### config.mk
export PLATFORM = sky130hd
export DESIGN_NAME = counter_sampler
export DESIGN_NICKNAME = d
export VERILOG_FILES = /design/src/rtl/counter_sampler.sv
export SDC_FILE = /design/constraint.sdc
export NUM_CORES = 1
export LEC_CHECK = 0
export CAP_MARGIN = 25
export CORE_ASPECT_RATIO = 0.8
export CORE_MARGIN = 1.5
export CORE_UTILIZATION = 30
export DETAILED_ROUTE_END_ITERATION = 10
export HOLD_SLACK_MARGIN = 0.15
export PLACE_DENSITY = 0.64
export SLEW_MARGIN = 20
export SYNTH_ARGS = -nofsm -noshare
export SYNTH_HDL_FRONTEND = slang
export SYNTH_SLANG_ARGS = --single-unit
### constraint.sdc
create_clock -name clk -period 1.43 [get_ports clk]
set_input_delay 0.286 -clock clk [delete_from_list [all_inputs] [get_ports clk]]
set_output_delay 0.286 -clock clk [all_outputs]
set_load 0.02 [all_outputs]
### src/rtl/counter_sampler.sv
// Avalon-MM master that reads a 64-bit cycle counter as two 32-bit words and
// presents a coherent snapshot. Define COUNTER_SAMPLER_COHERENT_EN for hi-lo-hi reads with retry.
module counter_sampler #(
  parameter logic [31:0] BASE_ADDR = 32'h0000_0000,
  parameter int          MAX_RETRY = 3
) (
  input  logic        clk,
  input  logic        reset_n,
  input  logic        start,
  output logic        busy,
  output logic        done,
  output logic        error,
  output logic [63:0] result,
  output logic [31:0] avm_address,
  output logic        avm_read,
  input  logic [31:0] avm_readdata,
  input  logic        avm_waitrequest,
  input  logic        avm_readdatavalid
);

  typedef enum logic [2:0] {
    IDLE, REQ_HI0, WT_HI0, REQ_LO, WT_LO, REQ_HI1, WT_HI1, FIN
  } state_t;

  localparam logic [31:0] HI_ADDR = BASE_ADDR + 32'd4;

  if (MAX_RETRY < 1 || MAX_RETRY > 15) begin : g_max_retry_range
    $error("counter_sampler: MAX_RETRY must be within 1..15");
  end

  state_t      state_q, state_d;
  logic [31:0] lo_q, lo_d;
  logic [63:0] result_q, result_d;
  logic [31:0] addr_q, addr_d;
  logic        read_q, read_d;
  logic        busy_q, busy_d;
  logic        done_q, done_d;

`ifdef COUNTER_SAMPLER_COHERENT_EN
  localparam state_t      FIRST_REQ = REQ_HI0;
  localparam logic [3:0]  RETRY_MAX = 4'(MAX_RETRY);
  logic [31:0] hi0_q, hi0_d;
  logic [3:0]  retry_q, retry_d;
  logic        error_q, error_d;
`else
  localparam state_t      FIRST_REQ = REQ_LO;
`endif

  always_comb begin
    state_d  = state_q;
    lo_d     = lo_q;
    result_d = result_q;
`ifdef COUNTER_SAMPLER_COHERENT_EN
    hi0_d    = hi0_q;
    retry_d  = retry_q;
    error_d  = error_q;
`endif
    case (state_q)
      IDLE: begin
        if (start) begin
          state_d = FIRST_REQ;
`ifdef COUNTER_SAMPLER_COHERENT_EN
          error_d = 1'b0;
          retry_d = 4'd0;
`endif
        end
      end
`ifdef COUNTER_SAMPLER_COHERENT_EN
      REQ_HI0: if (!avm_waitrequest) state_d = WT_HI0;
      WT_HI0: begin
        if (avm_readdatavalid) begin
          hi0_d   = avm_readdata;
          state_d = REQ_LO;
        end
      end
`endif
      REQ_LO: if (!avm_waitrequest) state_d = WT_LO;
      WT_LO: begin
        if (avm_readdatavalid) begin
          lo_d    = avm_readdata;
          state_d = REQ_HI1;
        end
      end
      REQ_HI1: if (!avm_waitrequest) state_d = WT_HI1;
      WT_HI1: begin
        if (avm_readdatavalid) begin
`ifdef COUNTER_SAMPLER_COHERENT_EN
          // A changed high word means the low word may have wrapped between reads.
          if (avm_readdata == hi0_q) begin
            result_d = {hi0_q, lo_q};
            state_d  = FIN;
          end else if (retry_q < RETRY_MAX) begin
            hi0_d   = avm_readdata;
            retry_d = retry_q + 4'd1;
            state_d = REQ_LO;
          end else begin
            result_d = {avm_readdata, lo_q};
            error_d  = 1'b1;
            state_d  = FIN;
          end
`else
          result_d = {avm_readdata, lo_q};
          state_d  = FIN;
`endif
        end
      end
      FIN:     state_d = IDLE;
      default: state_d = IDLE;
    endcase
  end

  // Outputs are registered from the next state so they line up with state_q.
  always_comb begin
    read_d = (state_d == REQ_HI0) || (state_d == REQ_LO) || (state_d == REQ_HI1);
    addr_d = addr_q;
    if (state_d == REQ_LO) begin
      addr_d = BASE_ADDR;
    end else if ((state_d == REQ_HI0) || (state_d == REQ_HI1)) begin
      addr_d = HI_ADDR;
    end
    busy_d = (state_d != IDLE);
    done_d = (state_d == FIN);
  end

  always_ff @(posedge clk or negedge reset_n) begin
    if (!reset_n) begin
      state_q  <= IDLE;
      lo_q     <= '0;
      result_q <= '0;
      addr_q   <= BASE_ADDR;
      read_q   <= 1'b0;
      busy_q   <= 1'b0;
      done_q   <= 1'b0;
`ifdef COUNTER_SAMPLER_COHERENT_EN
      hi0_q    <= '0;
      retry_q  <= '0;
      error_q  <= 1'b0;
`endif
    end else begin
      state_q  <= state_d;
      lo_q     <= lo_d;
      result_q <= result_d;
      addr_q   <= addr_d;
      read_q   <= read_d;
      busy_q   <= busy_d;
      done_q   <= done_d;
`ifdef COUNTER_SAMPLER_COHERENT_EN
      hi0_q    <= hi0_d;
      retry_q  <= retry_d;
      error_q  <= error_d;
`endif
    end
  end

  assign busy        = busy_q;
  assign done        = done_q;
  assign result      = result_q;
  assign avm_address = addr_q;
  assign avm_read    = read_q;
`ifdef COUNTER_SAMPLER_COHERENT_EN
  assign error       = error_q;
`else
  assign error       = 1'b0;
`endif

endmodule

# ---- Word level (Yosys, flattened, before mapping)
# Cells that the tools add are included.
dict set report totals {
  output_inout_bits 100
  in_bits 37
  register_bits 134
  wordCells 31
}
dict set report op_classes {
  eq_ne 8
  n_reduce_logical 8
  mux 8
}
# cell count
set op_table {}
lappend op_table {{32-bit two-way mux} 2}
lappend op_table {{3-bit == test (second input constant)} 5}
lappend op_table {{3-bit two-way mux} 5}
lappend op_table {{3-bit one-hot mux with 5 select lines} 1}
lappend op_table {{3-bit by 2-bit == test with 1-bit output (second input constant)} 2}
lappend op_table {{2-bit AND reduction} 2}
lappend op_table {{3-bit by 1-bit == test with 1-bit output (second input constant)} 1}
lappend op_table {{3-bit zero test} 1}
lappend op_table {{1-bit logical OR} 3}
lappend op_table {{3-bit nonzero test} 1}
lappend op_table {{2-bit nonzero test} 1}

# ---- Logic depth before layout (Yosys ltp)
dict set report depth {
  ltp_word 6
  ltp_mapped 6
}

# ---- Worst setup path before layout
# No wires, ideal clock.
dict set report synth_path {
  path_type {reg-to-reg}
  startpoint {register state_q[0]}
  endpoint {register lo_q[0]}
  t_required_ns 1.305
  path_buffers 2
  t_arrival_ns 1.431
  period_less_slack_ns 1.555
  stages_incl_launch_ff 6
  setup_slack_ns -0.125
  cell_sequence {dfrtp_1 -> buf_2 -> nand2b_4 -> nor3b_4 -> buf_6 -> mux2_2}
}
dict set report synth_between {
  elab_chain_len 2
}
# element line
set synth_lines {}
lappend synth_lines {{from (decl)} 31} ;# state_t state_q, state_d;
lappend synth_lines {{from (signal assigned)} 140} ;# state_q <= state_d;
lappend synth_lines {{3-bit == test} 58} ;# case (state_q)
lappend synth_lines {{2-bit AND reduction (no source line)} n/a}
lappend synth_lines {{to (signal assigned)} 141} ;# lo_q <= lo_d;
lappend synth_lines {{to (decl)} 32} ;# logic [31:0] lo_q, lo_d;
# Every way passes these cells.
# A chain may end at the register's enable or synchronous reset.

# ---- Final worst setup path
dict set report layout_path {
  startpoint {register state_q[0]}
  endpoint {register lo_q[1]}
}
# Same word-level chain as after synthesis.

==> metrics.txt <==
outcome finished with violations; failing checks negative setup slack; RR Startpoint state_q[0]$_DFF_PN0_; die width 135 µm; clk root buf clkbuf_16; Final Setup Violations 32; Yosys top cell by area dfrtp_1; Die H 109 µm; Via density 4.29; Max Clk Rate 645 MHz; largest net degree at the start of global routing 53; final worst-path setup slack -120 ps; arrival time at the worst endpoint 1770 ps; placed wire-length estimate 5620 µm; Yosys cell types 23; post-synth top area share 61.3%; first-pass GRT wire length 12700 µm; Pleak 2.79 nW; sequential power share 39.3%; DP Worst Slack -389 ps; DRT Pass-1 Iters 3; RSZ-0062 raised after global routing yes; highest routed layer met4; DR iter-0 viols 51; Synth area leaders dfrtp_1, mux2_2, buf_4; Worst Path Max Fanout 8; #FFs+latches synth 103; nets 433; met2 wire length 3950 µm; pwr/cell area 2210 nW/µm²; antenna cells 0; Antenna Violating Nets Remaining 0; Initial Util 30.9%; Met3 Wirelength 716 µm; Synth Cell Area 4200 µm²; area growth from synthesis to layout 39.1%; Worst IR Drop VDD 0.000917 V; clock latency on the worst-skew pair 340 ps; Rows 38; Final Hold Viols 0; gr usage total 11.0%; DRC viols 0; most frequent cells in the layout dfrtp_1, mux2_2, dlygate4sd2_1; Worst-path clk slew 70 ps; post-synthesis cell count 272; Tcrit/Tclk final 108%; commonest non-fill, non-tap cell in the layout dfrtp_1; core box area 13600 µm²; TritonCTS clock tree yes; CTS sink cnt 103; internal cell power 0.00844 W; logic gate share of total power 42.9%; CP endpoint kind flip-flop; maxcap violations 0; GR Overflow Total 0; Sw Ratio 34.7%; Setup crit start kind flip-flop; FILL cells 1289; Worst setup startpoint state_q[0]$_DFF_PN0_; layout cell share with drive strength beyond 1 34.4%; Syn Area/Cell 15.5 µm²; initial antenna violation count 0; Worst EP required 1650 ps; Worst Skew 8.86 ps; vias 2493; register area share after synthesis 61.3%; NetSw 0.00448 W; Final min period 1550 ps; vias in the first global route 2536; final wirelength 8600 µm; Clock Power Share 17.8%; port bufs 104; Final TNS setup -3480 ps; IO Pins 137; routed length on met1 3850 µm; Crit Path Class reg -> reg; Die ar. 14700 µm²; Final Slew Violations 0; drt wl/cell 14.8 µm; routability cong. 0.764; H-tree depth 3; TritonCTS Buffers 9; hold crit path type in -> async; worst-case clock buffer depth 2; yosys warns 0
-- path summary, 6_finish.rpt --
kind	endpoint	slack, ps	cells past startpoint
worst max register to register	lo_q[1]$_DFFE_PN0P_	-120	5
min in group clk	avm_read$_DFF_PN0_	480	3
max in group asynchronous	lo_q[11]$_DFFE_PN0P_	550	3
worst min register to register	result[14]$_DFFE_PN0P_	500	1
worst min-delay path	result[55]$_DFFE_PN0P_	340	2
worst max-delay path	lo_q[1]$_DFFE_PN0P_	-120	5
-- through the flow --
stage	area (µm²)	utilization [%]	hold slack, ps	power (W)	cells
after floorplan	4330	-	-9.59	0.00837	303
after global placement	5420	39.9	169	0.0108	557
after detailed placement	5420	39.9	169	0.0110	557
after CTS	5630	41.4	331	0.0126	574
after global routing	5850	43.0	342	0.0137	581
final	5850	43.0	338	0.0129	581
-- synthesized netlist by cell type --
library cell    n
a21oi_1         2
mux2i_1         2
o32ai_1         1
o21a_1          1
conb_1          1
buf_4          32
nand2_1         4
o221ai_1        1
xnor2_1         1
nor3b_1         2
nor3b_4         1
a21o_1          1
nand4_1         1
a311oi_1        1
buf_2           6
dfrtp_1       103
mux2_2         97
inv_1           3
o21ai_0         2
nand2b_4        1
nand2b_1        1
buf_6           7
nor2_1          1
-- state kept, by name (all words and copies together), names as in the netlist --
name and flops:
state_q 3, lo_q 32, avm_read 1, done 1, avm_address 1, result 64, busy 1
-- worst max-delay path, cell delays in order (launching register included) --
cell and delay [ps]:
dfrtp_1 410, nand2b_4 170, nor3b_4 230, buf_6 150, clkbuf_16 170, mux2_4 300
-- cell type report --
class	count	area [µm²]	share of cell area, %
Clock buffer	9	225	3.85
Multi-Input combinational cell	152	1470	25.2
Sequential cell	103	2580	44.1
Clock inverter	7	55.1	0.942
Tap cell	180	225	3.85
Inverter	3	11.3	0.193
Timing Repair Buffer	127	1280	21.9
-- layer usage --
metal  vias to the layer above  track usage, %
li1                       1131               -
met1                      1268            13.5
met2                        86            17.2
met3                         8            5.30
met4                         0            3.46
met5                         -               0
-- cells by family (layout without fill, tap and decap cells) --
group,count (synthesis),in the layout,synth area share [%]
xor+xnor,1,1,0.208
flops,103,103,61.3
compound gates,9,9,1.46
buf+inv,48,146,8.57
mux,99,99,26.5
simple gates,11,11,1.88
other cells,1,32,0.0892
-- power by group through the flow --
stage                     combinational [W]  clock (W)  sequential (W)
after floorplan                     0.00218          0         0.00618
after global placement              0.00567          0         0.00508
after detailed placement            0.00579          0         0.00517
after CTS                           0.00514    0.00239         0.00508
after global routing                0.00592    0.00250         0.00531
final                               0.00554    0.00230         0.00508
-- timing repair --
item / 4_1_cts / 5_1_grt
endpoints found under the hold margin: 103 / 0
hold buffers: 1 / 0
gates resized for setup: 68 / 30
setup buffers: 0 / 3
pin swaps: 0 / 2
gates cloned: 0 / 4
setup endpoints to repair: 100 / 41
Power figures use the tool's default switching activity.
